File: src/rtl/fifo_ms_write_arbiter_if.sv
// Producer-side handshake and FIFO write/read port bundle for the multi-stream write arbiter.
// The arbiter connects through the slave modport; producers and the FIFO model use master.
interface fifo_ms_write_arbiter_if #(
  parameter int DATA_WIDTH = 8,
  parameter int FLUX       = 2
);
  localparam int TAG_WIDTH = $clog2(FLUX);

  logic [FLUX-1:0]              req_valid;
  logic [FLUX*DATA_WIDTH-1:0]   req_data;
  logic [FLUX-1:0]              req_ready;
  logic [FLUX-1:0]              fifo_read;
  logic                         fifo_write;
  logic [DATA_WIDTH+TAG_WIDTH-1:0] fifo_din;

  modport slave (
    input  req_valid,
    input  req_data,
    output req_ready,
    input  fifo_read,
    output fifo_write,
    output fifo_din
  );

  modport master (
    output req_valid,
    output req_data,
    input  req_ready,
    output fifo_read,
    input  fifo_write,
    input  fifo_din
  );
endinterface

File: src/rtl/fifo_ms_write_arbiter.sv
// Round-robin, burst-bounded write scheduler merging FLUX producer streams onto one tagged FIFO
// write port, with per-stream occupancy tracking so a full stream is never written.
module fifo_ms_write_arbiter #(
  parameter int DATA_WIDTH = 8,
  parameter int DEPTH      = 8,
  parameter int FLUX       = 2,
  parameter int BURST      = 4
) (
  input  logic                          clk,
  input  logic                          rst,
  fifo_ms_write_arbiter_if.slave        bus,
  output logic [$clog2(FLUX)-1:0]       grant_id,
  output logic                          busy,
  output logic [FLUX-1:0]               occ_full,
  output logic                          underflow_err
);

  localparam int TAG_WIDTH  = $clog2(FLUX);
  localparam int OCC_WIDTH  = $clog2(DEPTH + 1);
  localparam int BCNT_WIDTH = (BURST > 1) ? $clog2(BURST) : 1;
  localparam logic [OCC_WIDTH-1:0]  DEPTH_OCC = OCC_WIDTH'(DEPTH);
  localparam logic [BCNT_WIDTH-1:0] BCNT_LAST = BCNT_WIDTH'(BURST - 1);
  localparam logic [TAG_WIDTH-1:0]  LAST_TAG  = TAG_WIDTH'(FLUX - 1);

  typedef enum logic {
    IDLE  = 1'b0,
    GRANT = 1'b1
  } state_t;

  state_t                 state, state_n;
  logic [TAG_WIDTH-1:0]   grant_n;
  logic [TAG_WIDTH-1:0]   rr_ptr, rr_n;
  logic [BCNT_WIDTH-1:0]  bcnt, bcnt_n;
  logic [OCC_WIDTH-1:0]   occ [FLUX];

  logic [FLUX-1:0]        eligible;
  logic [FLUX-1:0]        occ_nz;
  logic [FLUX-1:0]        ready_c;
  logic [FLUX-1:0]        acc_vec;
  logic                   accept;
  logic                   found;
  logic [TAG_WIDTH-1:0]   pick;
  logic [TAG_WIDTH-1:0]   next_ptr;
  logic [DATA_WIDTH-1:0]  grant_data;

  always_comb begin
    eligible = '0;
    occ_full = '0;
    occ_nz   = '0;
    for (int s = 0; s < FLUX; s++) begin
      eligible[s] = bus.req_valid[s] && (occ[s] < DEPTH_OCC);
      occ_full[s] = (occ[s] == DEPTH_OCC);
      occ_nz[s]   = (occ[s] != '0);
    end
  end

  // Ready depends only on registered state so no input reaches an output combinationally.
  always_comb begin
    ready_c = '0;
    if (state == GRANT) begin
      ready_c[grant_id] = (occ[grant_id] < DEPTH_OCC);
    end
  end

  assign bus.req_ready = ready_c;
  assign acc_vec       = bus.req_valid & ready_c;
  assign accept        = |acc_vec;
  assign busy          = (state == GRANT);
  assign grant_data    = bus.req_data[grant_id*DATA_WIDTH +: DATA_WIDTH];
  assign next_ptr      = (grant_id == LAST_TAG) ? '0 : grant_id + 1'b1;

  always_comb begin : rr_search
    int idx;
    found = 1'b0;
    pick  = '0;
    idx   = 0;
    for (int i = 0; i < FLUX; i++) begin
      idx = int'(rr_ptr) + i;
      if (idx >= FLUX) idx = idx - FLUX;
      if (!found && eligible[idx]) begin
        found = 1'b1;
        pick  = TAG_WIDTH'(idx);
      end
    end
  end

  always_comb begin
    state_n = state;
    grant_n = grant_id;
    bcnt_n  = bcnt;
    rr_n    = rr_ptr;
    case (state)
      IDLE: begin
        if (found) begin
          state_n = GRANT;
          grant_n = pick;
          bcnt_n  = '0;
        end
      end
      GRANT: begin
        if (accept) bcnt_n = bcnt + 1'b1;
        if ((accept && (bcnt == BCNT_LAST)) || !bus.req_valid[grant_id] ||
            (occ[grant_id] == DEPTH_OCC)) begin
          state_n = IDLE;
          rr_n    = next_ptr;
        end
      end
      default: state_n = IDLE;
    endcase
  end

  always_ff @(posedge clk) begin
    if (rst) begin
      state    <= IDLE;
      grant_id <= '0;
      bcnt     <= '0;
      rr_ptr   <= '0;
    end else begin
      state    <= state_n;
      grant_id <= grant_n;
      bcnt     <= bcnt_n;
      rr_ptr   <= rr_n;
    end
  end

  always_ff @(posedge clk) begin
    if (rst) begin
      bus.fifo_write <= 1'b0;
      bus.fifo_din   <= '0;
    end else begin
      bus.fifo_write <= accept;
      if (accept) bus.fifo_din <= {grant_id, grant_data};
    end
  end

  // Occupancy counts at acceptance, so the beat still in the output register is already included.
  always_ff @(posedge clk) begin
    if (rst) begin
      for (int s = 0; s < FLUX; s++) occ[s] <= '0;
      underflow_err <= 1'b0;
    end else begin
      for (int s = 0; s < FLUX; s++) begin
        if (acc_vec[s] && !(bus.fifo_read[s] && occ_nz[s])) begin
          occ[s] <= occ[s] + 1'b1;
        end else if (!acc_vec[s] && bus.fifo_read[s] && occ_nz[s]) begin
          occ[s] <= occ[s] - 1'b1;
        end
      end
      underflow_err <= underflow_err | (|(bus.fifo_read & ~occ_nz));
    end
  end

endmodule

File: src/flat_wrapper.sv
// flat-port wrapper written by rule: the top's interface ports become plain ports
module fifo_ms_write_arbiter_flat 
#(
  parameter int DATA_WIDTH = 8,
  parameter int DEPTH      = 8,
  parameter int FLUX       = 2,
  parameter int BURST      = 4
)
  (clk, rst, grant_id, busy, occ_full, underflow_err, bus_req_valid, bus_req_data, bus_req_ready, bus_fifo_read, bus_fifo_write, bus_fifo_din);
  fifo_ms_write_arbiter_if #(.DATA_WIDTH(DATA_WIDTH), .FLUX(FLUX)) bus_i ();
  input  logic clk;
  input  logic rst;
  output logic [$clog2(FLUX)-1:0] grant_id;
  output logic busy;
  output logic [FLUX-1:0] occ_full;
  output logic underflow_err;
  input wire logic [$bits(bus_i.req_valid)-1:0] bus_req_valid;
  input wire logic [$bits(bus_i.req_data)-1:0] bus_req_data;
  output wire logic [$bits(bus_i.req_ready)-1:0] bus_req_ready;
  input wire logic [$bits(bus_i.fifo_read)-1:0] bus_fifo_read;
  output wire logic [$bits(bus_i.fifo_write)-1:0] bus_fifo_write;
  output wire logic [$bits(bus_i.fifo_din)-1:0] bus_fifo_din;
  assign bus_i.req_valid = bus_req_valid;
  assign bus_i.req_data = bus_req_data;
  assign bus_req_ready = bus_i.req_ready;
  assign bus_i.fifo_read = bus_fifo_read;
  assign bus_fifo_write = bus_i.fifo_write;
  assign bus_fifo_din = bus_i.fifo_din;
  fifo_ms_write_arbiter #(.DATA_WIDTH(DATA_WIDTH), .DEPTH(DEPTH), .FLUX(FLUX), .BURST(BURST)) u_core (.clk(clk), .rst(rst), .bus(bus_i), .grant_id(grant_id), .busy(busy), .occ_full(occ_full), .underflow_err(underflow_err));
endmodule
File: config.mk
export PLATFORM = sky130hd
export DESIGN_NAME = fifo_ms_write_arbiter_flat
export DESIGN_NICKNAME = d
export VERILOG_FILES = /design/src/rtl/fifo_ms_write_arbiter_if.sv /design/src/rtl/fifo_ms_write_arbiter.sv /design/src/flat_wrapper.sv
export SDC_FILE = /design/constraint.sdc
export NUM_CORES = 1
export LEC_CHECK = 0
export ABC_CLOCK_PERIOD_IN_PS = 3400
export CAP_MARGIN = 10
export CORE_ASPECT_RATIO = 0.75
export CORE_MARGIN = 2
export CORE_UTILIZATION = 30
export CTS_CLUSTER_DIAMETER = 120
export DETAILED_ROUTE_END_ITERATION = 12
export PLACE_DENSITY = 0.51
export SYNTH_ARGS = -nofsm -noshare
export SYNTH_HDL_FRONTEND = slang
export SYNTH_SLANG_ARGS = --single-unit
File: constraint.sdc
create_clock -name clk -period 3.4 [get_ports clk]
set_clock_uncertainty 0.2 [all_clocks]
set_input_delay 0.34 -clock clk [delete_from_list [all_inputs] [get_ports clk]]
set_output_delay 0.34 -clock clk [all_outputs]
set_load 0.01 [all_outputs]
# Yosys cells after proc, flatten, opt, wreduce, memory -nomap -nowiden
# Memory sizes are Yosys's and may differ from the RTL's. A register that Yosys moved wholly into a read port is not among the register bits.
# Index checks and enable logic that the tools add are counted.
# totals
reg_bits	16
latchBits	0
mem_bits_rw	8
mem_bits_ro	0
in_bits	22
out_inout_bits	17
elab_cells	117
memories	1
# mem_list
name	words	width	rd	rd_ports_with_merged_regs	wr	line	rtl
u_core.occ	2	4	3	1	2	fifo_ms_write_arbiter.sv:34	logic [OCC_WIDTH-1:0] occ [FLUX];
# classes
addsub	9
multipliers	0
div	0
n_lt_le_gt_ge	9
n_eq_ne	6
n_shift	1
muxes	46
bitwise_logic	10
reduce_logical	28
# ops
cell	n
$lt 32x3->1 const B	2
$mux 32	2
$mux 1	34
$ge 32x3->1 const B	1
$sub 32x3->32 const B	1
$mux 4	4
$shiftx 16x5->8	1
$logic_and 1x1->1	13
$eq 4x4->1 const B	3
$lt 4x4->1 const B	3
$add 4x1->4 const B	2
$reduce_bool 4->1	2
$sub 4x1->4 const B	2
$and 2x2->2	3
$logic_not 1->1	6
$mux 2	3
$reduce_and 2->1	3
$or 1x1->1	5
$pmux 2 s2	1
$reduce_or 2->1	2
$sub 1x2->3 const B	1
$add 1x1->2 const B	1
$add 2x1->2 const B	1
$eq 2x2->1 const B	1
other kinds (11)	12

# Logic depth before layout (Yosys ltp)
# Gate-level depths: netlist of run 1.
# depth
depth_word	15
depth_mapped	10
ltp_nobuf	9

# Worst setup path before layout of run 1
# No wires, ideal clock.
# synth_timing
path_type	reg2reg
startpoint	memory u_core.occ[0][3] (netlist bit)
endpoint	memory u_core.occ[0][3] (netlist bit), data pin
setup_ps	260
arrival_ps	2097
slack_ps	843
path_stages_with_launch	11
n_path_buf	1
synth_period_minus_slack_ps	2557
path_cell_list	edfxtp_1 > buf_6 > mux2_4 > nor3_1 > nor3_1 > ha_1 > a21o_1 > a21oi_1 > xnor2_1 > xnor2_1 > nor2_1
# synth_lines
element	line
start, declared	fifo_ms_write_arbiter.sv:34

==> results of run 1 <==
[cells in the mapped netlist, types with 2 or more instances]
cell type	number	area [sq um]
nand2b_1	5	31.3
nor2_1	23	86.3
and2_1	2	12.5
nor3_1	5	25.0
nand3_1	4	20.0
clkbuf_1	2	7.51
dfxtp_1	17	340
ha_1	5	62.6
inv_1	11	41.3
or3_1	2	12.5
xnor2_1	2	17.5
mux2i_1	9	90.1
a21oi_1	8	40.0
o21ai_0	4	20.0
and3_1	2	12.5
a211oi_1	13	97.6
or2_2	2	12.5
o32a_1	2	20.0
nand2_1	6	22.5
buf_4	2	15.0
nand3b_1	2	15.0
edfxtp_1	8	240
[final cells by class]
type	instances	area, sq um	area share [%]
sequential	25	581	28.9
tap	60	75.1	3.73
multi-input combinational	116	857	42.6
clock inverter	1	6.26	0.311
clock buffer	3	41.3	2.05
timing repair buffer	42	410	20.4
inverter	11	41.3	2.05
[flip-flops by register name, indices dropped and copies added, names as in the netlist, named ones only]
| signal | count |
|---|---|
| u_core.underflow_err | 1 |
| u_core.bus.fifo_din | 9 |
| u_core.bus.fifo_write | 1 |
| u_core.bcnt | 2 |
| u_core.rr_ptr | 1 |
| u_core.busy | 1 |
| u_core.grant_id | 1 |
| u_core.occ | 8 |
[kinds of logic (layout without fill, tap and decap cells)]
| kind of cell | count (synthesis) | in the layout | share of synthesized area, % |
|---|---|---|---|
| AND/OR/NAND/NOR | 58 | 58 | 19.6 |
| flip-flops | 25 | 25 | 38.3 |
| adder cells (fa/ha/maj) | 6 | 6 | 5.45 |
| buffers and inverters | 17 | 57 | 5.20 |
| AO/OA/AOI/OAI | 38 | 38 | 21.9 |
| multiplexers | 11 | 11 | 7.84 |
| XOR/XNOR | 3 | 3 | 1.73 |
[critical path: stages (launching register included)]
cell and delay [ps]:
edfxtp_1 550, mux2_4 370, nor3_1 290, nor3_1 120, ha_1 290, a21o_1 170
a21oi_1 160, xnor2_1 160, xnor2_1 150, nor2_1 60
[where the power goes]
part	internal, W	leakage, nW	switching (W)	total (W)
registers	0.000390	0.225	0.0000754	0.000466
logic	0.000264	0.473	0.000283	0.000547
clock network	0.0000839	0.0260	0.000103	0.000187
total	0.000738	0.724	0.000461	0.00120
[how the worst min path moves through the flow]
stage / start / end / slack (ps) / depth (start not counted)
2_1_floorplan: u_core.bcnt[1]$_SDFFE_PP0P_ / u_core.bcnt[1]$_SDFFE_PP0P_ / 250 / 2
3_3_place_gp: u_core.bcnt[1]$_SDFFE_PP0P_ / u_core.bcnt[1]$_SDFFE_PP0P_ / 270 / 2
3_5_place_dp: u_core.bcnt[1]$_SDFFE_PP0P_ / u_core.bcnt[1]$_SDFFE_PP0P_ / 280 / 2
4_1_cts: u_core.bcnt[1]$_SDFFE_PP0P_ / u_core.bcnt[1]$_SDFFE_PP0P_ / 290 / 2
5_1_grt: u_core.bcnt[1]$_SDFFE_PP0P_ / u_core.bcnt[1]$_SDFFE_PP0P_ / 320 / 2
6_report: u_core.bcnt[1]$_SDFFE_PP0P_ / u_core.bcnt[1]$_SDFFE_PP0P_ / 290 / 2
[metal layers]
metal,track usage (%),up-vias
li1,-,656
met1,19.6,608
met2,20.9,16
met3,3.64,5
met4,3.57,0
met5,0,-
[stage by stage]
step                hold slack, ps  setup WS (ps)
floorplan                      252            843
global placement               265            597
detailed placement             277            501
CTS                            293            627
global route                   320            460
finish                         291            640
==> results.py, run 1 <==
metrics = {
    "cells_and_area": {
        "layout_common_cells": "clkdlybuf4s50_1 (38), nor2_1 (23), dfxtp_1 (17)",
        "synthToLayoutAreaGrowth_pct": 32.7,
        "nets": 227,
        "num-fill-cells": 497,
        "fin_util_pct": 41.3,
        "stdcell_count": 258,
        "final_cell_area_sq_um": 2010,
        "drive_gt1_share_pct": 10.6,
        "num_antenna_cells": 0,
        "final_common_cell": "clkdlybuf4s50_1",
    },
    "clock_tree": {
        "clk_pin_slew_worst_paths_ps": 90,
        "root_buffer": "clkbuf_8",
        "insertion_delay_ps": 270,
        "cts_tree": "done",
        "cts_buffer_depth": 2,
        "numCtsBuffers": 3,
        "hold_buffers": 0,
        "cts_sinks": 25,
        "cts_resized": 0,
        "postCtsSetupBuffers": 0,
        "cts_max_level": 1,
    },
    "sta": {
        "fin_tns_setup_ps": 0,
        "timing.fmax_mhz": 362,
        "drv_slew": 0,
        "final_hold_viol_count": 0,
        "rsz0062_at_grt": "false",
        "finalSetupViolCount": 0,
        "fin_crit_ps": 2760,
        "worst_pin_slew_ps": 461,
        "relSlewSlack_pct": 69.2,
        "fin_crit_sh_pct": 81.2,
    },
    "power": {
        "design_power_total_w": 0.00120,
        "p_leak_nw": 0.724,
        "p_per_area_nw_per_um2": 596,
        "vdd_drop_max_mv": 0.219,
    },
    "detailed_routing": {
        "wl_met1_mm": 1.87,
        "drt-initial-drc-count": 36,
        "routed_wl_mm": 3.63,
        "route.met3.wl_microns": 119,
        "wl_met2_mm": 1.60,
        "drc": 0,
        "num_vias": 1285,
        "dr.pass1.iters": 4,
        "routedWlPerCell_microns": 14.1,
        "routed_via_density": 4.98,
        "ant_nets": 0,
        "top_layer": "met4",
    },
    "yosys": {
        "yosys_warnings": 0,
        "netlist_instances": 158,
        "synth_area_sq_um": 1520,
        "synth_fp_nets": 186,
        "yosys_most_used_dff": "dfxtp_1",
        "syn_avg_cell_area_sq_um": 9.60,
        "ys_ff_latch": 25,
        "synth_edf_count": 8,
        "synth_cell_types": 44,
        "ys_seq_area_share_pct": 38.3,
        "synthArstFlopShare_pct": 0,
    },
    "floorplanning": {
        "rows": 22,
        "dieArea_sq_um": 5650,
        "start_util_pct": 31.1,
        "die_w_microns": 86.1,
        "die_h_microns": 65.6,
        "core_sq_um": 4870,
        "num_io_pins": 39,
    },
    "worst_setup_path": {
        "setup.worst_path.end_class": "register",
        "r2r-start": "u_core.occ[0][3]$_SDFFCE_PN0P_",
        "critPathLaunchType": "register",
        "cp-startpoint": "u_core.occ[0][3]$_SDFFCE_PN0P_",
        "crit_fanout": 8,
        "worstRegToRegCells": 9,
        "crit_arrival_ps": 2590,
        "cp.required_ps": 3230,
        "r2r_end": "u_core.occ[0][3]$_SDFFCE_PN0P_",
        "critPathKind": "reg -> reg",
        "r2r_setup_slack_ps": 640,
        "cp-endpoint": "u_core.occ[0][3]$_SDFFCE_PN0P_",
    },
    "job": {
        "drv_cap": 0,
    },
    "global_routing": {
        "antenna_found_initial": 0,
        "grt_pass1_vias": 1267,
        "grtUsageTotal_pct": 13.9,
        "overflow": 0,
        "grt_max_degree": 26,
        "grt_pass1_wl_mm": 6.18,
    },
    "run_status": {
        "status": "completed",
    },
    "place": {
        "place_inst": 254,
        "placed_area_sq_um": 1960,
        "gpl.final_weighted_congestion": 0.796,
        "dp_hpwl_mm": 2.80,
        "io_buffers": 38,
    },
    "hold_path": {
        "holdCritPathClass": "reg -> reg",
    },
}
(Power assumes the default switching activity.)
==> run 2, diff against run 1 <==
- ABC_CLOCK_PERIOD_IN_PS: 3400 -> 2200
- PLACE_DENSITY: 0.51 -> 0.52
- clock period: 3.4 -> 2.2 ns (I/O delays scaled with it)
==> run 2 against run 1 <==
The run now ends with negative setup slack left. Design area increased by 19%. Power rose by 83%. Sequential cell count is the same. Utilization rose by 7.9 points. Non-clock buffer count increased by 34. Routed wire length grew 5.8%. Critical path type unchanged. Largest cell class unchanged. Largest power group unchanged. Highest routed layer unchanged.
==> results.py, run 2 (synthesized netlist as in run 1, its figures left out) <==
metrics = {
    "clock_tree": {
        "clk_pin_slew_worst_paths_ps": 90,
        "cts_tree": "done",
        "cts_max_level": 1,
        "insertion_delay_ps": 270,
        "cts_sinks": 25,
        "hold_buffers": 0,
        "root_buffer": "clkbuf_8",
        "cts_buffer_depth": 2,
        "numCtsBuffers": 3,
    },
    "job": {
        "drv_cap": 0,
    },
    "floorplanning": {
        "die_h_microns": 65.6,
        "dieArea_sq_um": 5650,
        "core_sq_um": 4870,
        "die_w_microns": 86.1,
        "num_io_pins": 39,
        "rows": 22,
        "start_util_pct": 31.1,
    },
    "sta": {
        "relSlewSlack_pct": 74.3,
        "drv_slew": 0,
        "fin_ws_ps": -152,
        "rsz0062_at_grt": "true",
        "final_hold_viol_count": 0,
        "finalSetupViolCount": 4,
        "timing.fmax_mhz": 425,
        "fin_crit_sh_pct": 107,
        "fin_crit_ps": 2350,
        "worst_pin_slew_ps": 382,
    },
    "worst_setup_path": {
        "critPathLaunchType": "register",
        "crit_fanout": 2,
        "setup.worst_path.end_class": "register",
        "critPathKind": "reg -> reg",
        "cp.required_ps": 2040,
        "r2r_setup_slack_ps": -150,
        "crit_arrival_ps": 2190,
    },
    "power": {
        "switchingPower_w": 0.000804,
        "p_comb_share_pct": 57.0,
        "clkPwrFrac_pct": 12.6,
        "vdd_drop_max_mv": 0.353,
        "internal_power_w": 0.00140,
        "p_per_area_nw_per_um2": 918,
        "pwr-share-seq_pct": 30.3,
        "switching_share_pct": 36.5,
        "p_leak_nw": 0.929,
    },
    "global_routing": {
        "grtUsageTotal_pct": 14.3,
        "overflow": 0,
        "grt_max_degree": 26,
        "antenna_found_initial": 0,
        "grt_pass1_vias": 1407,
        "grt_pass1_wl_mm": 6.34,
    },
    "cells_and_area": {
        "stdcell_count": 292,
        "num_antenna_cells": 0,
        "nets": 261,
        "largest_reg_flops": 9,
        "largestRegisters": "u_core.bus.fifo_din x9, u_core.occ x8, u_core.bcnt x2",
        "largest-register": "u_core.bus.fifo_din",
        "layout_common_cells": "clkdlybuf4s50_1 (34), buf_4 (34), nor2_1 (20)",
        "synthToLayoutAreaGrowth_pct": 58.2,
        "drive_gt1_share_pct": 32.3,
    },
    "place": {
        "io_buffers": 38,
        "dp_hpwl_mm": 2.93,
        "gpl.final_weighted_congestion": 0.766,
        "place_inst": 280,
        "pre_cts_ws_ps": -351,
    },
    "detailed_routing": {
        "routedWlPerCell_microns": 13.1,
        "drt-initial-drc-count": 26,
        "routed_via_density": 4.79,
        "num_vias": 1399,
        "routed_wl_mm": 3.84,
        "ant_nets": 0,
        "drc": 0,
        "dr.pass1.iters": 4,
    },
    "run_status": {
        "violations": "negative setup slack",
        "status": "finished, violations left",
    },
    "hold_path": {
        "holdCritPathClass": "reg -> reg",
    },
}
run 2: layout make-up:
cell class | count | area, sq um
Clock buffer | 4 | 45.0
Fill cell | 457 | 2470
Inverter | 11 | 41.3
Multi-Input combinational cell | 116 | 975
Sequential cell | 25 | 581
Tap cell | 60 | 75.1
Timing Repair Buffer | 76 | 682
run 2: per-stage QoR:
step | util, % | TNS [ps] | power [W] | cell area, sq um | hold WS [ps]
6_report | 49.2 | -351 | 0.00220 | 2400 | 283
5_1_grt | 49.2 | -775 | 0.00236 | 2400 | 312
2_1_floorplan | - | -224 | 0.00130 | 1530 | 180
4_1_cts | 47.1 | -224 | 0.00212 | 2290 | 287
3_5_place_dp | 44.7 | -1320 | 0.00176 | 2180 | 274
3_3_place_gp | 44.7 | -1080 | 0.00174 | 2180 | 261
run 2: final timing paths:
check,startpoint,endpoint,cells after the start
setup / recovery,u_core.occ[1][3]$_DFFE_PP_,u_core.occ[0][3]$_SDFFCE_PN0P_,9
hold / removal,u_core.bcnt[1]$_SDFFE_PP0P_,u_core.bcnt[1]$_SDFFE_PP0P_,2
setup reg to reg,u_core.occ[1][3]$_DFFE_PP_,u_core.occ[0][3]$_SDFFCE_PN0P_,9
hold reg to reg,u_core.bcnt[1]$_SDFFE_PP0P_,u_core.bcnt[1]$_SDFFE_PP0P_,2
run 2: critical path: stages, from the launching register on:
cell and delay, ps:
edfxtp_1 440, mux2_4 300, nor3_4 150, nor3_2 70, ha_1 280, a21o_1 190
a21oi_2 140, xnor2_1 150, xnor2_1 140, nor2_1 50
run 2: repair_timing:
action	4_1_cts	5_1_grt
buffers inserted	1	7
pin swaps	3	11
endpoints found under the setup margin	15	12
resized for setup	19	17
run 2: power by group through the flow:
| stage | Sequential, W | Clock, W | Combinational, W |
|---|---|---|---|
| finish | 0.000668 | 0.000278 | 0.00126 |
| global route | 0.000681 | 0.000301 | 0.00138 |
| CTS | 0.000669 | 0.000288 | 0.00117 |
| detailed placement | 0.000678 | 0 | 0.00108 |
| global placement | 0.000675 | 0 | 0.00107 |
| floorplan | 0.000710 | 0 | 0.000593 |
run 2: per-layer routing:
metal | wire (microns) | GRT usage [%] | vias to the layer above
met1 | 1840 | 19.0 | 660
met3 | 90 | 2.64 | 2
met2 | 1880 | 23.4 | 16
li1 | - | - | 721
met5 | 0 | 0 | -
met4 | 30 | 4.76 | 0
==> run 3, diff against run 2 <==
- CORE_UTILIZATION: 30 -> 44
- PLACE_DENSITY: 0.52 -> 0.73
- SKIP_CTS_REPAIR_TIMING: unset -> 1
==> run 3 against run 2 <==
The flow still finishes with violations (negative setup slack). Worst setup slack got worse by 65 ps. First-iteration DRC count increased to 5.3 times the previous value. Worst hold slack better by 3.4 ps. Sequential cell count unchanged. Sequential power rose by 0.9%. Critical path depth stayed put. Clock power about the same. Sequential share of layout area is 1.4 points higher. Highest routed layer unchanged.
==> results.py, run 3 (synthesized netlist as in run 1, its figures left out) <==
metrics = {
    "run_status": {
        "status": "finished, violations left",
        "violations": "negative setup slack",
    },
    "place": {
        "io_buffers": 38,
        "gpl.final_weighted_congestion": 0.882,
        "dp_hpwl_mm": 3.22,
    },
    "global_routing": {
        "grtUsageTotal_pct": 21.8,
        "grt_max_degree": 26,
        "grt_pass1_wl_mm": 6.57,
        "grt_pass1_vias": 1424,
        "overflow": 0,
        "antenna_found_initial": 0,
    },
    "detailed_routing": {
        "wl_met2_mm": 2.02,
        "top_layer": "met4",
        "routedWlPerCell_microns": 15.6,
        "routed_wl_mm": 4.08,
        "dr.pass1.iters": 5,
        "drt-initial-drc-count": 138,
        "route.met3.wl_microns": 228,
        "drc": 0,
        "ant_nets": 0,
        "routed_via_density": 5.51,
        "num_vias": 1437,
        "wl_met1_mm": 1.82,
    },
    "sta": {
        "timing.fmax_mhz": 414,
        "relSlewSlack_pct": 71.1,
        "fin_ws_ps": -217,
        "fin_crit_sh_pct": 110,
        "worst_pin_slew_ps": 430,
        "finalSetupViolCount": 10,
        "fin_crit_ps": 2420,
        "drv_slew": 0,
        "rsz0062_at_grt": "true",
        "hold_slack_ps": 287,
        "final_hold_viol_count": 0,
    },
    "cells_and_area": {
        "largest_reg_flops": 9,
        "nets": 250,
        "largest-register": "u_core.bus.fifo_din",
        "drive_gt1_share_pct": 25.8,
        "layout_common_cells": "clkdlybuf4s50_1 (36), buf_4 (24), nor2_1 (23)",
        "fin_util_pct": 69.0,
        "final_common_cell": "clkdlybuf4s50_1",
        "num_antenna_cells": 0,
        "synthToLayoutAreaGrowth_pct": 49.7,
        "largestRegisters": "u_core.bus.fifo_din x9, u_core.occ x8, u_core.bcnt x2",
    },
    "worst_setup_path": {
        "cpLargestDelayFamily": "compound AO/OA/AOI/OAI gates",
        "cp-startpoint": "u_core.occ[0][3]$_SDFFCE_PN0P_",
        "crit_arrival_ps": 2250,
        "crit_fanout": 3,
        "cp_num_buf_inv": 1,
        "r2r-start": "u_core.occ[0][3]$_SDFFCE_PN0P_",
        "critPathMaxStageDelay_ps": 430,
        "cp_common_cell": "xnor2_1",
        "crit_chain": "buf_6, o41ai_4, nor3_2, ha_1, a21o_1, a21oi_2, xnor2_1, xnor2_1, nor2_1",
        "critPathKind": "reg -> reg",
        "setup.worst_path.end_class": "register",
        "critPathLaunchType": "register",
        "cp.required_ps": 2030,
        "slowest_stage": "edfxtp_1",
    },
    "hold_path": {
        "holdCritPathClass": "reg -> reg",
        "hold_start": "u_core.bcnt[1]$_SDFFE_PP0P_",
    },
    "clock_tree": {
        "cts_max_level": 1,
        "numCtsBuffers": 3,
        "root_buffer": "clkbuf_8",
        "cts_buffer_depth": 2,
        "cts_sinks": 25,
        "insertion_delay_ps": 270,
        "clk_pin_slew_worst_paths_ps": 90,
        "cts_tree": "done",
    },
    "power": {
        "vdd_drop_max_mv": 0.453,
        "p_per_area_nw_per_um2": 943,
        "p_leak_nw": 0.888,
        "design_power_total_w": 0.00214,
    },
    "floorplanning": {
        "dieArea_sq_um": 3940,
        "start_util_pct": 46.1,
        "num_io_pins": 39,
        "die_h_microns": 54.8,
        "rows": 18,
        "die_w_microns": 71.8,
        "core_sq_um": 3290,
    },
    "job": {
        "drv_cap": 0,
    },
}
-- run 3: changes by cell type in the layout (fill, tap and decap cells not counted), sizes merged --
cell,before,now
buf,38,27
clkdlybuf4s15,1,0
clkbuf,6,4
clkdlybuf4s50,34,36
dlymetal6s2s,1,2
-- run 3: metal layers --
layer	vias to the layer above	GRT usage, %
li1	697	-
met1	677	28.0
met2	59	38.9
met3	4	5.16
met4	0	3.14
met5	-	0
-- run 3: power by group --
part           internal [W]  total, W  switching [W]
combinational      0.000602   0.00119       0.000588
clock              0.000130  0.000276       0.000147
sequential         0.000602  0.000674      0.0000725
total               0.00133   0.00214       0.000807
-- run 3: metrics by stage --
stage	cells	setup WS [ps]	area, sq um	setup TNS, ps
after detailed placement	256	-330	2120	-1500
after CTS	260	-258	2170	-1560
after floorplan	158	-224	1530	-224
final	261	-217	2270	-1250
after global routing	261	-312	2270	-1950
after global placement	256	-281	2120	-1120
-- run 3: layout make-up --
class / count / area (sq um)
clock buffer: 4 / 45.0
multi-input combinational: 116 / 945
timing repair buffer: 65 / 608
tap: 40 / 50.0
sequential: 25 / 581
fill: 253 / 1020
inverter: 11 / 41.3
-- run 3: worst reg2reg max path: cells and delay by family, from the launching register on --
family	cells	cell delay [ps]
AO/OA/AOI/OAI	3	680
XOR/XNOR	2	290
adder cells (fa/ha/maj)	1	280
buffers and inverters	1	160
flip-flops	1	430
AND/OR/NAND/NOR	2	130
-- run 3: worst paths after layout --
path / endpoint / slack (ps) / cells after the start
worst min-delay path: u_core.bcnt[1]$_SDFFE_PP0P_ / 290 / 2
worst max-delay path: u_core.occ[0][3]$_SDFFCE_PN0P_ / -220 / 9
worst max register to register: u_core.occ[0][3]$_SDFFCE_PN0P_ / -220 / 9
worst min register to register: u_core.bcnt[1]$_SDFFE_PP0P_ / 290 / 2
